--- config.mk ---
export PLATFORM = sky130hd
export DESIGN_NAME = pipe_stage_skid
export DESIGN_NICKNAME = d
export VERILOG_FILES = /design/src/rtl/pipe_pkg.sv /design/src/rtl/pipe_stage_skid.sv
export SDC_FILE = /design/constraint.sdc
export NUM_CORES = 1
export LEC_CHECK = 0
export ABC_AREA = 1
export CORE_UTILIZATION = 45
export CTS_CLUSTER_DIAMETER = 50
export DETAILED_ROUTE_END_ITERATION = 7
export PLACE_DENSITY = 0.76
export SETUP_SLACK_MARGIN = 0.02
export SYNTH_ARGS = -nofsm -noshare
export SYNTH_HDL_FRONTEND = slang
export SYNTH_SLANG_ARGS = --single-unit
--- constraint.sdc ---
create_clock -name clk -period 1.3 [get_ports clk]
set_input_delay 0.13 -clock clk [delete_from_list [all_inputs] [get_ports clk]]
set_output_delay 0.13 -clock clk [all_outputs]
set_load 0.05 [all_outputs]
--- src/rtl/pipe_pkg.sv ---
// pipe_pkg: shared occupancy-state encoding and default payload widths for pipeline stages
package pipe_pkg;
  localparam int DEF_DATA_W = 16;
  localparam int DEF_CTRL_W = 8;
  typedef enum logic [1:0] {
    ST_EMPTY = 2'd0,
    ST_ONE   = 2'd1,
    ST_FULL  = 2'd2
  } state_t;
endpackage

--- src/rtl/pipe_stage_skid.sv ---
// pipe_stage_skid: two-entry skid-buffered pipeline register with registered in_ready and flush
//   clk, rst            clock, synchronous active-high reset
//   flush               squash all held entries and the entry offered this cycle
//   in_valid/in_ready   upstream handshake; in_data/in_ctrl upstream payload
//   out_valid/out_ready downstream handshake; out_data/out_ctrl presented payload
//   occupancy           held entries, 0..2
module pipe_stage_skid
  import pipe_pkg::*;
#(
  parameter int DATA_W = DEF_DATA_W,
  parameter int CTRL_W = DEF_CTRL_W
) (
  input  logic              clk,
  input  logic              rst,
  input  logic              flush,
  input  logic              in_valid,
  output logic              in_ready,
  input  logic [DATA_W-1:0] in_data,
  input  logic [CTRL_W-1:0] in_ctrl,
  output logic              out_valid,
  input  logic              out_ready,
  output logic [DATA_W-1:0] out_data,
  output logic [CTRL_W-1:0] out_ctrl,
  output logic [1:0]        occupancy
);
  localparam int W = DATA_W + CTRL_W;
  state_t st, st_nx;
  logic [W-1:0] main_q, skid_q;
  logic accept, pop, load_in, load_skid, skid_to_main;
  assign accept       = in_valid & in_ready;
  assign pop          = out_valid & out_ready;
  assign load_in      = accept & ((st == ST_EMPTY) | ((st == ST_ONE) & pop));
  assign load_skid    = accept & (st == ST_ONE) & ~pop;
  assign skid_to_main = pop & (st == ST_FULL);
  always_comb begin
    st_nx = st;
    if (st == ST_EMPTY)
      st_nx = accept ? ST_ONE : ST_EMPTY;
    else if (st == ST_ONE)
      st_nx = (accept & ~pop) ? ST_FULL : (~accept & pop) ? ST_EMPTY : ST_ONE;
    else
      st_nx = pop ? ST_ONE : ST_FULL;
  end
  always_ff @(posedge clk) begin
    if (rst) begin
      st       <= ST_EMPTY;
      main_q   <= '0;
      skid_q   <= '0;
      in_ready <= 1'b1;
    end else if (flush) begin
      st                  <= ST_EMPTY;
      main_q[W-1:DATA_W]  <= '0;
      skid_q[W-1:DATA_W]  <= '0;
      in_ready            <= 1'b1;
    end else begin
      st       <= st_nx;
      in_ready <= st_nx != ST_FULL;
      if (load_in)
        main_q <= {in_ctrl, in_data};
      else if (skid_to_main)
        main_q <= skid_q;
      if (load_skid)
        skid_q <= {in_ctrl, in_data};
    end
  end
  assign out_valid = st != ST_EMPTY;
  assign out_data  = main_q[DATA_W-1:0];
  // held ctrl may be stale after a pop to EMPTY; gate it so a bubble never carries write enables
  assign out_ctrl  = out_valid ? main_q[W-1:DATA_W] : '0;
  assign occupancy = st;
endmodule
==> impl_metrics.yaml <==
detailed_routing:
  detail_route.drc_violations: 0
  drtAntennaViolNets: 0
  vias_per_cell: 4.97
  drt-total-wl_um: 6580
  detailroute.via_count: 2506
  dr.first_iter.drc_count: 202
  wire_per_inst_um: 13.1
  detailedRoute.firstPassIterationCount: 5
worst_hold_path:
  hold_path_depth: 4
  hold_path.class: "in2reg"
  hold_start: "out_ready"
  hold_endpoint: "occupancy[0]"
pwr:
  design_power_total_uw: 3520
  power.switching_uw: 1030
  static-leakage-power_uw: 0.00160
  p_clk_share_pct: 28.9
  power_frac_seq_pct: 47.0
  cell_internal_pwr_uw: 2490
  ir_drop_mv: 0.745
  power.share.switching_pct: 29.3
  share_comb_of_total_power_pct: 24.1
  p_per_area_mw_per_mm2: 935
synthesis:
  synth_commonest_cells: "sky130_fd_sc_hd__nand2_1 (116), sky130_fd_sc_hd__nor2_1 (54), sky130_fd_sc_hd__dfxtp_1 (51), sky130_fd_sc_hd__inv_1 (28), sky130_fd_sc_hd__a21oi_1 (27)"
  postSynthAreaPerCell_um2: 6.89
  asyncSetResetFlopFracSynth_pct: 0
  synth_nets: 400
  yosys_register_bits: 51
  ys_top_cells_by_area: "sky130_fd_sc_hd__dfxtp_1 (40%), sky130_fd_sc_hd__nand2_1 (17%), sky130_fd_sc_hd__nor2_1 (8.0%)"
  synth_most_common_cell: "sky130_fd_sc_hd__nand2_1"
  synthDominantAreaCellType: "sky130_fd_sc_hd__dfxtp_1"
  post_synth_num_cell_types: 24
  number_of_enable_flip_flop_cells_after_synthesis: 0
  synth_top_area_share_pct: 40.1
  synth_area_mm2: 0.00255
  count_of_warnings_emitted_by_yosys: 0
  dominantRegCellSynth: "sky130_fd_sc_hd__dfxtp_1"
  seq_area_frac_synth_pct: 40.1
  synth_cells: 370
place:
  dpl.hpwl_um: 3890
  place.detailed.instances: 484
  placement.io_buffers: 56
  finalWeightedCongestion: 0.778
timing:
  rsz0062_at_grt: "true"
  worst_clock_skew_ps: 6.36
  highest_clock_rate_ghz: 0.717
  setup-tns-final_ps: -1260
  layout_min_cycle_time_ps: 1390
  timing_max_transition_violations_final: 0
  post-route-period-util_pct: 107
  slew_headroom_pct: 66.7
  setup_viol_count_final: 40
  worst_slew_pin_slew_ps: 499
  layout_setup_ws_ps: -94.9
  hold_viol: 0
cts:
  cts_tree: "yes"
  clkLatencyLatePin_ps: 300
  htree_num_levels: 2
  clk_pin_slew_worst_paths_ps: 90
  clkSinkCount: 51
  cts.root.buffer_cell: "sky130_fd_sc_hd__clkbuf_8"
  max-clock-path-buffers: 2
  numCtsBuffers: 5
  cts-hold-fix-buffers: 0
setup_path:
  cp_data_required_time_ps: 1540
  worst_path_max_delay_cell: "sky130_fd_sc_hd__dfxtp_4"
  rrSetupSlack_ps: -90
  cp.buffers_inverters: 2
  worstReg2RegEnd: "main_q[9]"
  worst_path_dominant_cell_family: "simple AND/OR/NAND/NOR gates"
  series_of_cell_instances_along_the_critical_path: "buf_6 -> a21oi_4 -> nand2_2 -> nand2_2 -> nand2_4 -> clkbuf_16 -> nand2_1 -> nand2_1 -> nor2_1"
  worst-setup-path-type: "reg2reg"
  worstRegToRegCells: 9
  worst_path_largest_cell_delay_ps: 380
  crit_path_start_kind: "register"
  crit_path_max_fanout: 16
  category_of_the_worst_setup_path_capture_point: "register"
  timing.rr.start: "occupancy[0]"
  data_arrival_time_of_the_worst_path_ps: 1640
floorplanning:
  start_util_pct: 46.6
  core_mm2: 0.00547
  fp.dieW_um: 77.3
  io-pin-count: 57
  dieArea_mm2: 0.00597
  die-height_um: 77.3
  rows: 27
outcome:
  result_of_the_run: "finished with violations"
  failed_checks: "setup timing"
layout:
  drive_above_1_share_pct: 28.5
  final-instance-count-excl-fill: 504
  net_count_of_the_finished_layout: 461
  antenna_cells_inserted: 0
  area.growth.synth_to_final_pct: 47.9
global_routing:
  grt_total_ovfl: 0
  grt_antenna_before_repair: 0
  maximum_number_of_pins_on_one_net_before_global_route_repair: 33
  grt_pass1_vias: 2180
  grt_use_total_pct: 20.1
  grt_pass1_wl_um: 9760
flow_run:
  drv_cap: 0
==> power groups by stage <==
stage / logic, uW / registers, uW / clock network, uW
final: 848 / 1660 / 1020
after global routing: 900 / 1660 / 1080
after floorplan: 452 / 1680 / 0
after detailed placement: 747 / 1700 / 0
after global placement: 737 / 1690 / 0
after CTS: 780 / 1660 / 1030
==> metal layers <==
| layer | vias to the layer above | wire length [um] | track usage, % | part of all wire [%] |
|---|---|---|---|---|
| li1 | 1255 | - | - | - |
| met1 | 1150 | 2790 | 24.5 | 42 |
| met2 | 88 | 3360 | 35.7 | 51 |
| met3 | 13 | 342 | 3.45 | 5.2 |
| met4 | 0 | 90 | 6.23 | 1.4 |
| met5 | - | 0 | 0 | 0 |
==> worst register-to-register path, stage by stage, from the launching register on <==
cell and delay [ps]:
sky130_fd_sc_hd__dfxtp_4 380, sky130_fd_sc_hd__buf_6 130, sky130_fd_sc_hd__a21oi_4 140, sky130_fd_sc_hd__nand2_2 100, sky130_fd_sc_hd__nand2_2 80, sky130_fd_sc_hd__nand2_4 80, sky130_fd_sc_hd__clkbuf_16 190, sky130_fd_sc_hd__nand2_1 70
sky130_fd_sc_hd__nand2_1 50, sky130_fd_sc_hd__nor2_1 110
==> cells in the final DEF (no fill, tap or decap), types with 2 or more instances in the layout <==
| cell type | n |
|---|---|
| sky130_fd_sc_hd__o211ai_1 | 6 |
| sky130_fd_sc_hd__nand2_1 | 105 |
| sky130_fd_sc_hd__dfxtp_1 | 48 |
| sky130_fd_sc_hd__nor2_1 | 45 |
| sky130_fd_sc_hd__inv_1 | 26 |
| sky130_fd_sc_hd__clkdlybuf4s50_1 | 27 |
| sky130_fd_sc_hd__nor2_2 | 11 |
| sky130_fd_sc_hd__a21oi_2 | 2 |
| sky130_fd_sc_hd__clkbuf_8 | 7 |
| sky130_fd_sc_hd__inv_2 | 6 |
| sky130_fd_sc_hd__dfxtp_4 | 3 |
| sky130_fd_sc_hd__nand2_4 | 6 |
| sky130_fd_sc_hd__buf_6 | 11 |
| sky130_fd_sc_hd__nand3_1 | 22 |
| sky130_fd_sc_hd__buf_12 | 24 |
| sky130_fd_sc_hd__o21ai_1 | 4 |
| sky130_fd_sc_hd__inv_4 | 2 |
| sky130_fd_sc_hd__nand3_2 | 10 |
| sky130_fd_sc_hd__nand2_2 | 8 |
| sky130_fd_sc_hd__nor2_4 | 2 |
| sky130_fd_sc_hd__buf_4 | 19 |
| sky130_fd_sc_hd__o21ai_2 | 2 |
| sky130_fd_sc_hd__buf_8 | 2 |
| sky130_fd_sc_hd__clkbuf_16 | 3 |
| sky130_fd_sc_hd__a21oi_1 | 25 |
==> flip-flops by register name (all words and copies together) (netlist names) <==
register   flops
main_q        24
occupancy      2
in_ready       1
skid_q        24
==> kinds of logic after synthesis <==
kind of cell / count (synthesis) / synth area share [%]
AND/OR/NAND/NOR: 211 / 36.1
flip-flops: 51 / 40.1
adder cells (fa/ha/maj): 1 / 0.491
buffers and inverters: 67 / 14.5
AO/OA/AOI/OAI: 40 / 8.89
==> stage by stage <==
stage | hold slack (ps) | instance area [um2] | worst slack [ps] | util, %
floorplan | 265 | 2570 | -338 | -
global placement | 448 | 3350 | -257 | 61.3
detailed placement | 452 | 3350 | -319 | 61.3
CTS | 405 | 3560 | -33.5 | 65.0
global route | 338 | 3770 | -141 | 68.9
finish | 327 | 3770 | -94.9 | 68.9
==> repair_timing <==
action | in CTS | in global routing
setup buffers | 5 | 4
endpoints found under the setup margin | 46 | 59
gates cloned | 0 | 3
pin swaps | 1 | 6
resized for setup | 21 | 33
==> worst max-delay path by stage <==
stage                       startpoint            to  slack (ps)  depth (start not counted)
after floorplan           occupancy[1]  occupancy[0]        -340                          8
after global placement        in_valid    main_q[13]        -260                          9
after detailed placement     out_ready    main_q[10]        -320                          9
after CTS                 occupancy[0]   out_ctrl[3]         -30                          4
after global routing      occupancy[0]     main_q[9]        -140                          9
final                     occupancy[0]     main_q[9]         -90                          9
==> area by class of cell <==
| type | count | area, um2 |
|---|---|---|
| tap | 72 | 90.1 |
| clock inverter | 1 | 6.26 |
| inverter | 34 | 134 |
| sequential | 51 | 1030 |
| clock buffer | 7 | 96.3 |
| multi-input combinational | 252 | 1280 |
| timing repair buffer | 87 | 1130 |
| fill | 424 | 1700 |
No activity file was read; power rests on OpenSTA's default activity.
